===== src/rtl/ddr3_phy_pkg.sv =====
// Shared definitions for the DDR3 x16 PHY command path: widths, command
// encodings and the packed command record carried into the PHY command FIFO.
package ddr3_phy_pkg;

  localparam int p_BANK_W = 3;
  localparam int p_ROW_W  = 14;
  localparam int p_COL_W  = 10;
  localparam int p_DQ_W   = 16;

  localparam logic CMD_WRITE = 1'b0;
  localparam logic CMD_READ  = 1'b1;

  typedef struct packed {
    logic                  sel;
    logic [p_BANK_W-1:0]   bank;
    logic [p_ROW_W-1:0]    row;
    logic [p_COL_W-1:0]    col;
    logic [8*p_DQ_W-1:0]   wrdata;
    logic [7:0]            wrdm;
  } ddr3_cmd_t;

  typedef enum logic [0:0] {
    ST_WAIT_INIT = 1'b0,
    ST_RUN       = 1'b1
  } arb_state_e;

endpackage


===== src/rtl/ddr3_rr_grant.sv =====
// Two-way round-robin pick with a bounded run length: the most recent owner
// keeps the port until it has issued p_MAX_RUN commands while the other waits.
module ddr3_rr_grant #(
  parameter int p_MAX_RUN = 4
) (
  input  logic i_clk_div,
  input  logic i_rst,
  input  logic i_arb_en,
  input  logic i_valid0,
  input  logic i_valid1,
  input  logic i_hs,
  input  logic i_hs_id,
  output logic o_grant_vld,
  output logic o_grant_id,
  output logic o_last_grant
);
  import ddr3_phy_pkg::*;

  localparam logic [3:0] MAX_RUN_C = 4'(p_MAX_RUN);

  logic [3:0] run_cnt_r;
  logic       last_grant_r;
  logic       grant_vld_s;
  logic       grant_id_s;

  // Combinational pick among the valid requesters.
  always_comb begin
    grant_vld_s = 1'b0;
    grant_id_s  = last_grant_r;
    if (!i_arb_en) begin
      grant_vld_s = 1'b0;
      grant_id_s  = last_grant_r;
    end else if (i_valid0 && i_valid1) begin
      grant_vld_s = 1'b1;
      grant_id_s  = (run_cnt_r == MAX_RUN_C) ? ~last_grant_r : last_grant_r;
    end else if (i_valid0) begin
      grant_vld_s = 1'b1;
      grant_id_s  = 1'b0;
    end else if (i_valid1) begin
      grant_vld_s = 1'b1;
      grant_id_s  = 1'b1;
    end else begin
      grant_vld_s = 1'b0;
      grant_id_s  = last_grant_r;
    end
  end

  // Owner and run-length tracking; only moves on an accepted command.
  always_ff @(posedge i_clk_div or posedge i_rst) begin
    if (i_rst) begin
      run_cnt_r    <= 4'd0;
      last_grant_r <= 1'b0;
    end else if (i_hs) begin
      if (i_hs_id == last_grant_r) begin
        run_cnt_r <= (run_cnt_r == MAX_RUN_C) ? run_cnt_r : run_cnt_r + 4'd1;
      end else begin
        run_cnt_r    <= 4'd1;
        last_grant_r <= i_hs_id;
      end
    end
  end

  assign o_grant_vld  = grant_vld_s;
  assign o_grant_id   = grant_id_s;
  assign o_last_grant = last_grant_r;

endmodule


===== src/rtl/ddr3_cmd_arbiter.sv =====
// Shares the PHY command/write-data port between two requesters: holds off
// until PHY init is done, arbitrates round-robin, and issues a registered strobe.
module ddr3_cmd_arbiter #(
  parameter int p_BANK_W  = ddr3_phy_pkg::p_BANK_W,
  parameter int p_ROW_W   = ddr3_phy_pkg::p_ROW_W,
  parameter int p_COL_W   = ddr3_phy_pkg::p_COL_W,
  parameter int p_DQ_W    = ddr3_phy_pkg::p_DQ_W,
  parameter int p_MAX_RUN = 4
) (
  input  logic                  i_clk_div,
  input  logic                  i_rst,
  input  logic                  i_init_done,
  input  logic                  i_req0_valid,
  input  logic                  i_req1_valid,
  output logic                  o_req0_ready,
  output logic                  o_req1_ready,
  input  logic                  i_req0_sel,
  input  logic                  i_req1_sel,
  input  logic [p_BANK_W-1:0]   in_req0_bank,
  input  logic [p_BANK_W-1:0]   in_req1_bank,
  input  logic [p_ROW_W-1:0]    in_req0_row,
  input  logic [p_ROW_W-1:0]    in_req1_row,
  input  logic [p_COL_W-1:0]    in_req0_col,
  input  logic [p_COL_W-1:0]    in_req1_col,
  input  logic [8*p_DQ_W-1:0]   in_req0_wrdata,
  input  logic [8*p_DQ_W-1:0]   in_req1_wrdata,
  input  logic [7:0]            i8_req0_wrdm,
  input  logic [7:0]            i8_req1_wrdm,
  input  logic                  i_phy_cmd_full,
  output logic                  o_phy_cmd_en,
  output logic                  o_phy_cmd_sel,
  output logic [p_BANK_W-1:0]   on_phy_bank,
  output logic [p_ROW_W-1:0]    on_phy_row,
  output logic [p_COL_W-1:0]    on_phy_col,
  output logic [8*p_DQ_W-1:0]   on_phy_wrdata,
  output logic [7:0]            o8_phy_wrdm,
  output logic                  o_last_grant,
  output logic [15:0]           on_wr_cnt,
  output logic [15:0]           on_rd_cnt
);
  import ddr3_phy_pkg::*;

  arb_state_e state_r;
  arb_state_e state_nxt_s;

  logic arb_en_s;
  logic grant_vld_s;
  logic grant_id_s;
  logic ready0_s;
  logic ready1_s;
  logic hs_s;

  logic                cmd_en_r;
  logic                cmd_sel_r;
  logic [p_BANK_W-1:0] bank_r;
  logic [p_ROW_W-1:0]  row_r;
  logic [p_COL_W-1:0]  col_r;
  logic [8*p_DQ_W-1:0] wrdata_r;
  logic [7:0]          wrdm_r;
  logic [15:0]         wr_cnt_r;
  logic [15:0]         rd_cnt_r;

  // Init gating state register.
  always_ff @(posedge i_clk_div or posedge i_rst) begin
    if (i_rst) begin
      state_r <= ST_WAIT_INIT;
    end else begin
      state_r <= state_nxt_s;
    end
  end

  // Next state follows the sampled init flag; readies derive from the grant.
  always_comb begin
    state_nxt_s = state_r;
    case (state_r)
      ST_WAIT_INIT: begin
        if (i_init_done) state_nxt_s = ST_RUN;
        else             state_nxt_s = ST_WAIT_INIT;
      end
      ST_RUN: begin
        if (!i_init_done) state_nxt_s = ST_WAIT_INIT;
        else              state_nxt_s = ST_RUN;
      end
      default: state_nxt_s = ST_WAIT_INIT;
    endcase
    arb_en_s = (state_r == ST_RUN) && !i_phy_cmd_full;
    ready0_s = grant_vld_s && (grant_id_s == 1'b0) && i_req0_valid;
    ready1_s = grant_vld_s && (grant_id_s == 1'b1) && i_req1_valid;
    hs_s     = ready0_s || ready1_s;
  end

  ddr3_rr_grant #(
    .p_MAX_RUN (p_MAX_RUN)
  ) u_rr_grant (
    .i_clk_div    (i_clk_div),
    .i_rst        (i_rst),
    .i_arb_en     (arb_en_s),
    .i_valid0     (i_req0_valid),
    .i_valid1     (i_req1_valid),
    .i_hs         (hs_s),
    .i_hs_id      (ready1_s),
    .o_grant_vld  (grant_vld_s),
    .o_grant_id   (grant_id_s),
    .o_last_grant (o_last_grant)
  );

  // Capture the accepted command; the strobe lives exactly one cycle.
  always_ff @(posedge i_clk_div or posedge i_rst) begin
    if (i_rst) begin
      cmd_en_r  <= 1'b0;
      cmd_sel_r <= 1'b0;
      bank_r    <= '0;
      row_r     <= '0;
      col_r     <= '0;
      wrdata_r  <= '0;
      wrdm_r    <= 8'h00;
    end else begin
      cmd_en_r <= hs_s;
      if (ready1_s) begin
        cmd_sel_r <= i_req1_sel;
        bank_r    <= in_req1_bank;
        row_r     <= in_req1_row;
        col_r     <= in_req1_col;
        wrdata_r  <= in_req1_wrdata;
        wrdm_r    <= i8_req1_wrdm;
      end else if (ready0_s) begin
        cmd_sel_r <= i_req0_sel;
        bank_r    <= in_req0_bank;
        row_r     <= in_req0_row;
        col_r     <= in_req0_col;
        wrdata_r  <= in_req0_wrdata;
        wrdm_r    <= i8_req0_wrdm;
      end
    end
  end

  // Debug issue counters, counted on the strobe cycle and wrapping.
  always_ff @(posedge i_clk_div or posedge i_rst) begin
    if (i_rst) begin
      wr_cnt_r <= 16'd0;
      rd_cnt_r <= 16'd0;
    end else if (cmd_en_r) begin
      if (cmd_sel_r == CMD_READ) rd_cnt_r <= rd_cnt_r + 16'd1;
      else                       wr_cnt_r <= wr_cnt_r + 16'd1;
    end
  end

  assign o_req0_ready  = ready0_s;
  assign o_req1_ready  = ready1_s;
  assign o_phy_cmd_en  = cmd_en_r;
  assign o_phy_cmd_sel = cmd_sel_r;
  assign on_phy_bank   = bank_r;
  assign on_phy_row    = row_r;
  assign on_phy_col    = col_r;
  assign on_phy_wrdata = wrdata_r;
  assign o8_phy_wrdm   = wrdm_r;
  assign on_wr_cnt     = wr_cnt_r;
  assign on_rd_cnt     = rd_cnt_r;

endmodule


===== config.mk =====
export PLATFORM = sky130hd
export DESIGN_NAME = ddr3_cmd_arbiter
export DESIGN_NICKNAME = d
export VERILOG_FILES = /design/src/rtl/ddr3_phy_pkg.sv /design/src/rtl/ddr3_rr_grant.sv /design/src/rtl/ddr3_cmd_arbiter.sv
export SDC_FILE = /design/constraint.sdc
export NUM_CORES = 1
export LEC_CHECK = 0
export CORE_AREA = 2 2 209 211
export CTS_CLUSTER_DIAMETER = 150
export DETAILED_ROUTE_END_ITERATION = 6
export DIE_AREA = 0 0 211 213
export SKIP_CTS_REPAIR_TIMING = 1
export SYNTH_ARGS = -nofsm -noshare
export SYNTH_HDL_FRONTEND = slang
export SYNTH_SLANG_ARGS = --single-unit

===== constraint.sdc =====
create_clock -name i_clk_div -period 15.1 [get_ports i_clk_div]
set_input_delay 3.02 -clock i_clk_div [delete_from_list [all_inputs] [get_ports i_clk_div]]
set_output_delay 3.02 -clock i_clk_div [all_outputs]
set_load 0.01 [all_outputs]

==> Yosys cells after proc, flatten, opt, wreduce, memory -nomap -nowiden <==
Index checks and enable logic that the tools add are counted.
{ "word_totals": {"ff_bits": 203, "latchBits": 0, "ramBits": 0, "rom_bits": 0, "in_bits": 334, "elab_cells": 59, "memories": 0} }
{ "op_classes": {"add_sub_neg": 3, "multipliers": 0, "div": 0, "order_cmp": 0, "eq_ne": 3, "shifts": 0, "muxes": 24, "bitwise": 4, "n_reduce_logical": 13} }
{ "ops": {"columns": ["cell", "count"], "rows": [
  ["2-to-1 mux 128 bit", 2],
  ["adder 16 x 1 -> 16 bit, second input constant", 2],
  ["2-to-1 mux 14 bit", 2],
  ["2-to-1 mux 10 bit", 2],
  ["2-to-1 mux 8 bit", 2],
  ["2-to-1 mux 1 bit", 12],
  ["2-to-1 mux 4 bit", 2],
  ["AND reduction 2 bit", 4],
  ["logical AND 1 bit", 6],
  ["2-to-1 mux 3 bit", 2],
  ["adder 4 x 1 -> 4 bit, second input constant", 1],
  ["equality test 4 x 3 -> 1 bit, second input constant", 1],
  ["inverter 1 bit", 4],
  ["inequality test 2 bit, second input constant", 1],
  ["nonzero test 2 bit", 1],
  ["equality test 1 bit", 1],
  ["logical NOT 1 bit", 1],
  ["logical OR 1 bit", 1]
]} }

==> Depth between registers and ports, before layout <==
Gate-level depths: netlist (run 1).
{ "depth": {"ltp_word": 9, "mapped_depth": 9, "mapped_depth_nobuf": 6} }

==> Modules after synthesis <==
A second synthesis (run 1) with hierarchy kept.
{ "unflattened": {"cells_unflattened": 867, "area_unflattened_um2": 9405.3} }
{ "by_module_without_submodules": {"columns": ["module", "instances", "cells_per_inst", "area_per_inst_um2"], "rows": [
  ["ddr3_cmd_arbiter", 1, 836, 9087.5],
  ["ddr3_rr_grant", 1, 31, 317.8]
]} }

==> Least setup slack after synthesis (run 1) <==
No wires, ideal clock.
{ "synth_path": {"path_type": "in2out", "startpoint": "in i_req0_valid", "endpoint": "out o_req1_ready", "arrival_ns": 3.711, "required_ns": 12.080, "path_slack_ns": 8.369, "stages": 4, "path_cell_list": "buf_2 > inv_1 > clkbuf_1 > o21a_1"} }
{ "synth_between": {"elab_chain_len": 5} }
{ "synth_rtl": {"columns": ["element", "line", "source"], "rows": [
  ["start, declared", "ddr3_cmd_arbiter.sv:13", "input logic i_req0_valid,"],
  ["2-to-1 mux 1 bit / logical AND 1 bit (equally long branches)", "ddr3_rr_grant.sv:36, ddr3_rr_grant.sv:33", null],
  ["2-to-1 mux 1 bit", "ddr3_rr_grant.sv:33", "end else if (i_valid0 && i_valid1) begin"],
  ["2-to-1 mux 1 bit", "ddr3_rr_grant.sv:30", "if (!i_arb_en) begin"],
  ["logical AND 1 bit * (2 in a row)", "ddr3_cmd_arbiter.sv:88", "ready1_s = grant_vld_s && (grant_id_s == 1'b1) && i_req1_valid;"],
  ["end, declared", "ddr3_cmd_arbiter.sv:16", "output logic o_req1_ready,"]
]} }
Every way passes the cells marked *; elsewhere a longest branch is shown, timed or not.

==> Worst setup path in the final report (run 1) <==
{ "layout_path": {"startpoint": "in i_req0_valid", "endpoint": "out o_req0_ready"} }
{ "layout_between": {"elab_chain_len": 6} }
{ "layout_rtl": {"columns": ["element", "line", "source"], "rows": [
  ["2-to-1 mux 1 bit / logical AND 1 bit (equally long branches)", "ddr3_rr_grant.sv:36, ddr3_rr_grant.sv:33", null],
  ["2-to-1 mux 1 bit", "ddr3_rr_grant.sv:33", null],
  ["2-to-1 mux 1 bit", "ddr3_rr_grant.sv:30", null],
  ["inverter 1 bit", "ddr3_cmd_arbiter.sv:87", "ready0_s = grant_vld_s && (grant_id_s == 1'b0) && i_req0_valid;"],
  ["logical AND 1 bit", "ddr3_cmd_arbiter.sv:87", null],
  ["logical AND 1 bit *", "ddr3_cmd_arbiter.sv:87", null],
  ["end, declared", "ddr3_cmd_arbiter.sv:15", "output logic o_req0_ready,"]
]} }
Marks and branches as above.

==> results of run 1 <==
==> synth_stat cells, types with 2 or more instances <==
| library cell | number |
|---|---|
| clkbuf_1 | 100 |
| nand4_1 | 10 |
| or2_2 | 2 |
| and3_1 | 4 |
| nor3_1 | 2 |
| mux2i_1 | 3 |
| nor2b_1 | 2 |
| a211oi_1 | 2 |
| inv_1 | 9 |
| ha_1 | 4 |
| a31oi_1 | 163 |
| and3b_1 | 2 |
| o21ai_0 | 2 |
| xor2_1 | 6 |
| mux2_2 | 2 |
| buf_2 | 46 |
| o211ai_1 | 163 |
| buf_4 | 13 |
| nand3_1 | 171 |
| nand3b_1 | 2 |
| dfrtp_1 | 203 |
| nor2_1 | 177 |
| a2bb2oi_1 | 163 |
| xnor2_1 | 24 |
| nand2_1 | 14 |
| buf_1 | 7 |
==> power breakdown <==
group / total, mW / switching (mW) / leakage, nW / internal, mW
clock: 0.644 / 0.251 / 0.431 / 0.393
combinational: 0.678 / 0.311 / 3.88 / 0.367
sequential: 0.706 / 0.0672 / 2.33 / 0.639
total: 2.03 / 0.629 / 6.64 / 1.40
==> metal layers <==
metal | track usage [%] | up-vias
met1 | 26.9 | 6127
met5 | 0 | -
met4 | 8.16 | 4
met3 | 4.78 | 92
li1 | - | 5870
met2 | 34.1 | 515
==> metrics by stage <==
step / utilization, % / hold slack, ps / power, mW
finish: 42.5 / 471 / 2.03
global route: 42.5 / 513 / 2.13
CTS: 42.5 / 480 / 2.05
detailed placement: 40.4 / 468 / 1.40
global placement: 40.4 / 461 / 1.39
floorplan: - / 508 / 1.03
==> worst max-delay path, cell delays in order <==
cell and delay (ps):
buf_6 470, inv_6 420, a211oi_1 560, clkdlybuf4s50_1 650
==> cells in the final DEF, fill, tap and decap left out, drive strengths merged, types with 4 or more instances in the layout <==
cell type and instances:
ha 4, xnor2 25, nand3 171, buf 16
o211ai 163, a31oi 163, and3 4, clkbuf 41
a2bb2oi 163, dfrtp 203, clkdlybuf4s50 532, nand4 10
nor2 177, xor2 6, nand2 14, inv 10
==> registers in the layout, summed over array words and instances, names as in the netlist, 3 cells and up <==
signal                count
on_phy_col               10
on_phy_bank               3
o8_phy_wrdm               8
on_phy_row               14
on_wr_cnt                16
u_rr_grant.run_cnt_r      4
on_phy_wrdata           128
on_rd_cnt                16
==> cell families (layout without fill, tap and decap cells) <==
group | count (synthesis) | count (layout) | synth area share, %
muxes | 5 | 5 | 0.446
AOI/OAI and AO/OA | 502 | 502 | 32.0
and+or+nand+nor | 392 | 392 | 15.0
xor gates and xnor gates | 31 | 31 | 2.46
DFF | 203 | 203 | 43.1
adders and majority gates | 4 | 4 | 0.424
buffers and inverters | 177 | 604 | 6.60
other | 0 | 3 | 0
==> final timing paths <==
path	from	endpoint	slack (ps)	cells past startpoint
min in group asynchronous	i_rst	on_phy_wrdata[63]	2950	2
max in group asynchronous	i_rst	on_phy_wrdata[125]	10040	4
min reg2reg	on_wr_cnt[15]	on_wr_cnt[15]	470	1
min	on_wr_cnt[15]	on_wr_cnt[15]	470	1
max reg2reg	u_rr_grant.run_cnt_r[0]	on_phy_row[6]	11400	8
max	i_req0_valid	o_req0_ready	6730	4
==> final cells by class <==
| cell class | instances | share of cell area [%] |
|---|---|---|
| multi-input cells | 934 | 32.9 |
| repair buffers | 548 | 30.2 |
| flip-flops and latches | 203 | 28.0 |
| clock buffers | 41 | 4.40 |
| well taps | 546 | 3.77 |
| clock inverters | 5 | 0.414 |
| inverters | 10 | 0.317 |
| diodes | 3 | 0.0414 |
==> impl_metrics.env, run 1 <==
export IMPL_synth_top_area_share_pct=43.1
export IMPL_cts_tree="built"
export IMPL_setup_viol=0
export IMPL_finalHoldViolations=0
export IMPL_crit_type="input port to output port"
export IMPL_rsz0062_at_grt="no"
export IMPL_synthTopCellsByArea="dfrtp_1, a2bb2oi_1, o211ai_1"
export IMPL_grt_pass1_wl_mm=74.6
export IMPL_seq_area_mm2=0.00508
export IMPL_timing_final_ws_setup_ps=6730
export IMPL_drt_iter0_drc=941
export IMPL_place_gp_congestion=0.796
export IMPL_drc=0
export IMPL_syn_nets=1652
export IMPL_cts_sinks=203
export IMPL_routedLengthMet1_mm=20.6
export IMPL_clk_latency_ps=540
export IMPL_tightest_slew_ps=1160
export IMPL_drv_slew=0
export IMPL_ys_seq_area_share_pct=43.1
export IMPL_die_h_um=213
export IMPL_synth_flop_cell="dfrtp_1"
export IMPL_ys_types=44
export IMPL_async_reset_ff_share_pct=100
export IMPL_antenna_found_initial=5
export IMPL_leakage_nw=6.64
export IMPL_grt_util_all_layers_pct=20.9
export IMPL_ys_warn_count=0
export IMPL_vias=12608
export IMPL_period_share_pct=55.4
export IMPL_io_pins=534
export IMPL_layoutNonFillerInstCount=2290
export IMPL_fin_tns_setup_ps=0
export IMPL_worstPathArrival_ps=5350
export IMPL_design_die_area_mm2=0.0449
export IMPL_syn_area_mm2=0.0118
export IMPL_syn_avg_cell_area_um2=8.98
export IMPL_synth_edff_count=0
export IMPL_ys_ff_latch=203
export IMPL_status="finished, final reports clean"
export IMPL_cp_start_kind="input port"
export IMPL_maxCapViolations=0
export IMPL_cp_max_fo=87
export IMPL_final_fill_count=4154
export IMPL_rows=76
export IMPL_fin_skew_ps=16.8
export IMPL_crit_path_end_kind="output port"
export IMPL_slew_headroom_pct=22.7
export IMPL_min_path_type="register to register"
export IMPL_nNetsFinal=2061
export IMPL_worst_ir_drop_vdd_mv=0.0625
export IMPL_place_hpwl_mm=32.0
export IMPL_syn_inst=1314
export IMPL_detailedPlace_worstSlack_ps=6810
export IMPL_wl_per_cell_um=21.9
export IMPL_finalInstanceArea_mm2=0.0181
export IMPL_critPathRequiredTime_ps=12080
export IMPL_cts_htree_levels=1
export IMPL_fp_dieW_um=211
export IMPL_powerDensity_mw_per_mm2=112
export IMPL_period_needed_ps=8370
export IMPL_dp_cells=2241
export IMPL_placed_area_mm2=0.0173
export IMPL_yosysTopAreaCell="dfrtp_1"
export IMPL_cts_made_buffers=26
export IMPL_dr_wl_met2_mm=23.8
export IMPL_postRouteAntennaNets=0
export IMPL_io_buffers=533
export IMPL_clk_pin_slew_ps=60
export IMPL_grt_overflow=0
export IMPL_layout_drive_gt1_share_pct=3.85
export IMPL_clockRootBuffer="clkbuf_16"
export IMPL_synthToLayoutAreaGrowth_pct=53.8
export IMPL_grt_pass1_vias=12254
export IMPL_clock_path_buffers=3
export IMPL_met3_length_mm=3.92
export IMPL_dr_max_layer_used="met5"
export IMPL_multiInputGateArea_mm2=0.00596
export IMPL_fmax_ghz=0.120
export IMPL_core_area_mm2=0.0427
export IMPL_routed_wl_mm=50.1
export IMPL_drtPass1Iterations=5
export IMPL_grt_max_degree=165
export IMPL_start_util_pct=27.6
export IMPL_viasPerCell=5.51
No activity file was read; power rests on OpenSTA's default activity.
==> run 2, diff against run 1 <==
CORE_AREA = 2 2 208 210   (was 2 2 209 211)
DIE_AREA = 0 0 210 212   (was 0 0 211 213)
clock period = 7.45 ns   (was 15.1 ns; I/O delays follow)
==> run 2 against run 1 <==
Net effect: sequential share of layout area is 0.17 points lower; setup slack worse by 3900 ps; register-to-register slack worse by 6900 ps; via count is 0.28% higher; clock skew is 5.0 ps lower; highest routed layer unchanged; power is 110% higher; non-clock buffer count is 1 lower; final cell count is 0.39% higher.
==> impl_metrics.env, run 2 (synthesis gave the netlist of run 1 again) <==
export IMPL_status="finished, final reports clean"
export IMPL_leakage_nw=6.68
export IMPL_routed_wl_mm=50.7
export IMPL_clk_pin_slew_ps=60
export IMPL_viasPerCell=5.50
export IMPL_crit_path_cell_trace="clkdlybuf4s50_1, nand2b_1, a211oi_1, clkdlybuf4s50_1"
export IMPL_crit_type="input port to output port"
export IMPL_grt_overflow=0
export IMPL_worst_ir_drop_vdd_mv=0.115
export IMPL_design_die_area_mm2=0.0445
export IMPL_io_buffers=533
export IMPL_r2r_slack_ps=4460
export IMPL_place_hpwl_mm=31.7
export IMPL_drv_slew=0
export IMPL_powerDensity_mw_per_mm2=231
export IMPL_clockRootBuffer="clkbuf_16"
export IMPL_layout_drive_gt1_share_pct=4.25
export IMPL_cts_made_buffers=27
export IMPL_tightest_slew_ps=1210
export IMPL_slew_headroom_pct=19.6
export IMPL_path_common_cell="clkdlybuf4s50_1"
export IMPL_cts_tree="built"
export IMPL_max_stage_delay_ps=600
export IMPL_period_share_pct=61.7
export IMPL_critPathRequiredTime_ps=5960
export IMPL_grt_pass1_vias=12166
export IMPL_setup_viol=0
export IMPL_drc=0
export IMPL_hold_ws_ps=488
export IMPL_rows=76
export IMPL_clock_path_buffers=3
export IMPL_r2r_end="on_phy_col[0]"
export IMPL_hold_path_end="on_rd_cnt[15]"
export IMPL_comb_power_share_pct=32.9
export IMPL_fin_skew_ps=11.8
export IMPL_fp_dieW_um=210
export IMPL_drtPass1Iterations=5
export IMPL_grt_pass1_wl_mm=75.5
export IMPL_holdPathStages=1
export IMPL_postRouteAntennaNets=0
export IMPL_power_share_switching_pct=31.3
export IMPL_fin_tns_setup_ps=0
export IMPL_clk_latency_ps=550
export IMPL_p_switching_mw=1.32
export IMPL_synthToLayoutAreaGrowth_pct=54.7
export IMPL_layoutNonFillerInstCount=2299
export IMPL_nNetsFinal=2061
export IMPL_core_area_mm2=0.0425
export IMPL_grt_max_degree=177
export IMPL_cp_max_fo=4
export IMPL_io_pins=534
export IMPL_crit_path_end_kind="output port"
export IMPL_antenna_found_initial=11
export IMPL_wl_per_cell_um=22.0
export IMPL_fmax_ghz=0.218
export IMPL_rsz0062_at_grt="no"
export IMPL_grt_util_all_layers_pct=21.5
export IMPL_worstPathArrival_ps=3110
export IMPL_dp_cells=2240
export IMPL_largest_reg_flops=128
export IMPL_cp_start_kind="input port"
export IMPL_layout_commonest_cell="clkdlybuf4s50_1"
export IMPL_min_path_type="register to register"
export IMPL_reg2reg_depth=7
export IMPL_detailedPlace_worstSlack_ps=2830
export IMPL_vias=12643
export IMPL_r2r_start="u_rr_grant.run_cnt_r[0]"
export IMPL_power_frac_clock_pct=33.2
export IMPL_cts_htree_levels=1
export IMPL_critPathSlowestCell="clkdlybuf4s50_1"
export IMPL_power_mw=4.21
export IMPL_layout_common_cells="clkdlybuf4s50_1, dfrtp_1, nor2_1"
export IMPL_maxCapViolations=0
export IMPL_hp_start="on_rd_cnt[15]"
export IMPL_p_int_mw=2.89
export IMPL_drt_iter0_drc=1125
export IMPL_start_util_pct=27.7
export IMPL_die_h_um=212
export IMPL_timing_final_ws_setup_ps=2850
export IMPL_finalHoldViolations=0
export IMPL_place_gp_congestion=0.797
export IMPL_cts_sinks=203
export IMPL_seqPwrFrac_pct=34.0
export IMPL_period_needed_ps=4600
## run 2: cell count changes in the layout (fill, tap and decap cells not counted), moves of 2 or more
cell / before / now
bufinv_16: 2 / 4
clkinv_2: 3 / 6
clkbuf_8: 7 / 5
buf_12: 2 / 4
buf_4: 13 / 10
clkinvlp_4: 0 / 2
inv_6: 1 / 3
clkbuf_1: 7 / 2
diode_2: 3 / 10
## run 2: cell type report
class                   count  area (µm²)
clock buffers              34         752
flip-flops and latches    203        5080
clock inverters            15         194
multi-input cells         934        5960
repair buffers            547        5490
well taps                 546         683
diodes                     10        25.0
inverters                  10        57.6
fillers                  4157       24300
## run 2: worst max path at each step
| stage | from | to | cells after the start |
|---|---|---|---|
| 2_1_floorplan | i_rst | o8_phy_wrdm[0] | 1 |
| 3_3_place_gp | i_req1_valid | on_phy_wrdata[54] | 6 |
| 3_5_place_dp | i_req1_valid | on_phy_wrdata[65] | 6 |
| 4_1_cts | i_phy_cmd_full | o_req0_ready | 4 |
| 5_1_grt | i_phy_cmd_full | o_req0_ready | 4 |
| 6_report | i_phy_cmd_full | o_req0_ready | 4 |
## run 2: per-layer routing
| metal | GRT usage (%) | routed length (µm) | share of wire, % | vias to the layer above |
|---|---|---|---|---|
| met5 | 0 | 13 | 0.026 | - |
| met4 | 9.22 | 1940 | 3.8 | 2 |
| met3 | 4.59 | 3780 | 7.5 | 100 |
| met2 | 34.0 | 23900 | 47 | 592 |
| met1 | 28.5 | 21000 | 42 | 6067 |
| li1 | - | - | - | 5882 |
## run 2: metrics by stage
stage	cell area [µm²]	util [%]
after detailed placement	17300	40.6
final	18200	42.9
after CTS	18200	42.9
after floorplan	11800	-
after global routing	18200	42.9
after global placement	17300	40.6
## run 2: power groups by stage
stage / Clock (mW) / Combinational, mW / Sequential [mW]
after detailed placement: 0 / 1.39 / 1.45
final: 1.40 / 1.38 / 1.43
after floorplan: 0 / 0.564 / 1.51
after CTS: 1.43 / 1.39 / 1.43
after global routing: 1.48 / 1.48 / 1.46
after global placement: 0 / 1.37 / 1.44
## run 2: critical path: cells and delay by family
| family | cells | cell delay (ps) |
|---|---|---|
| AOI/OAI and AO/OA | 1 | 340 |
| and+or+nand+nor | 1 | 230 |
| buffers and inverters | 2 | 1050 |
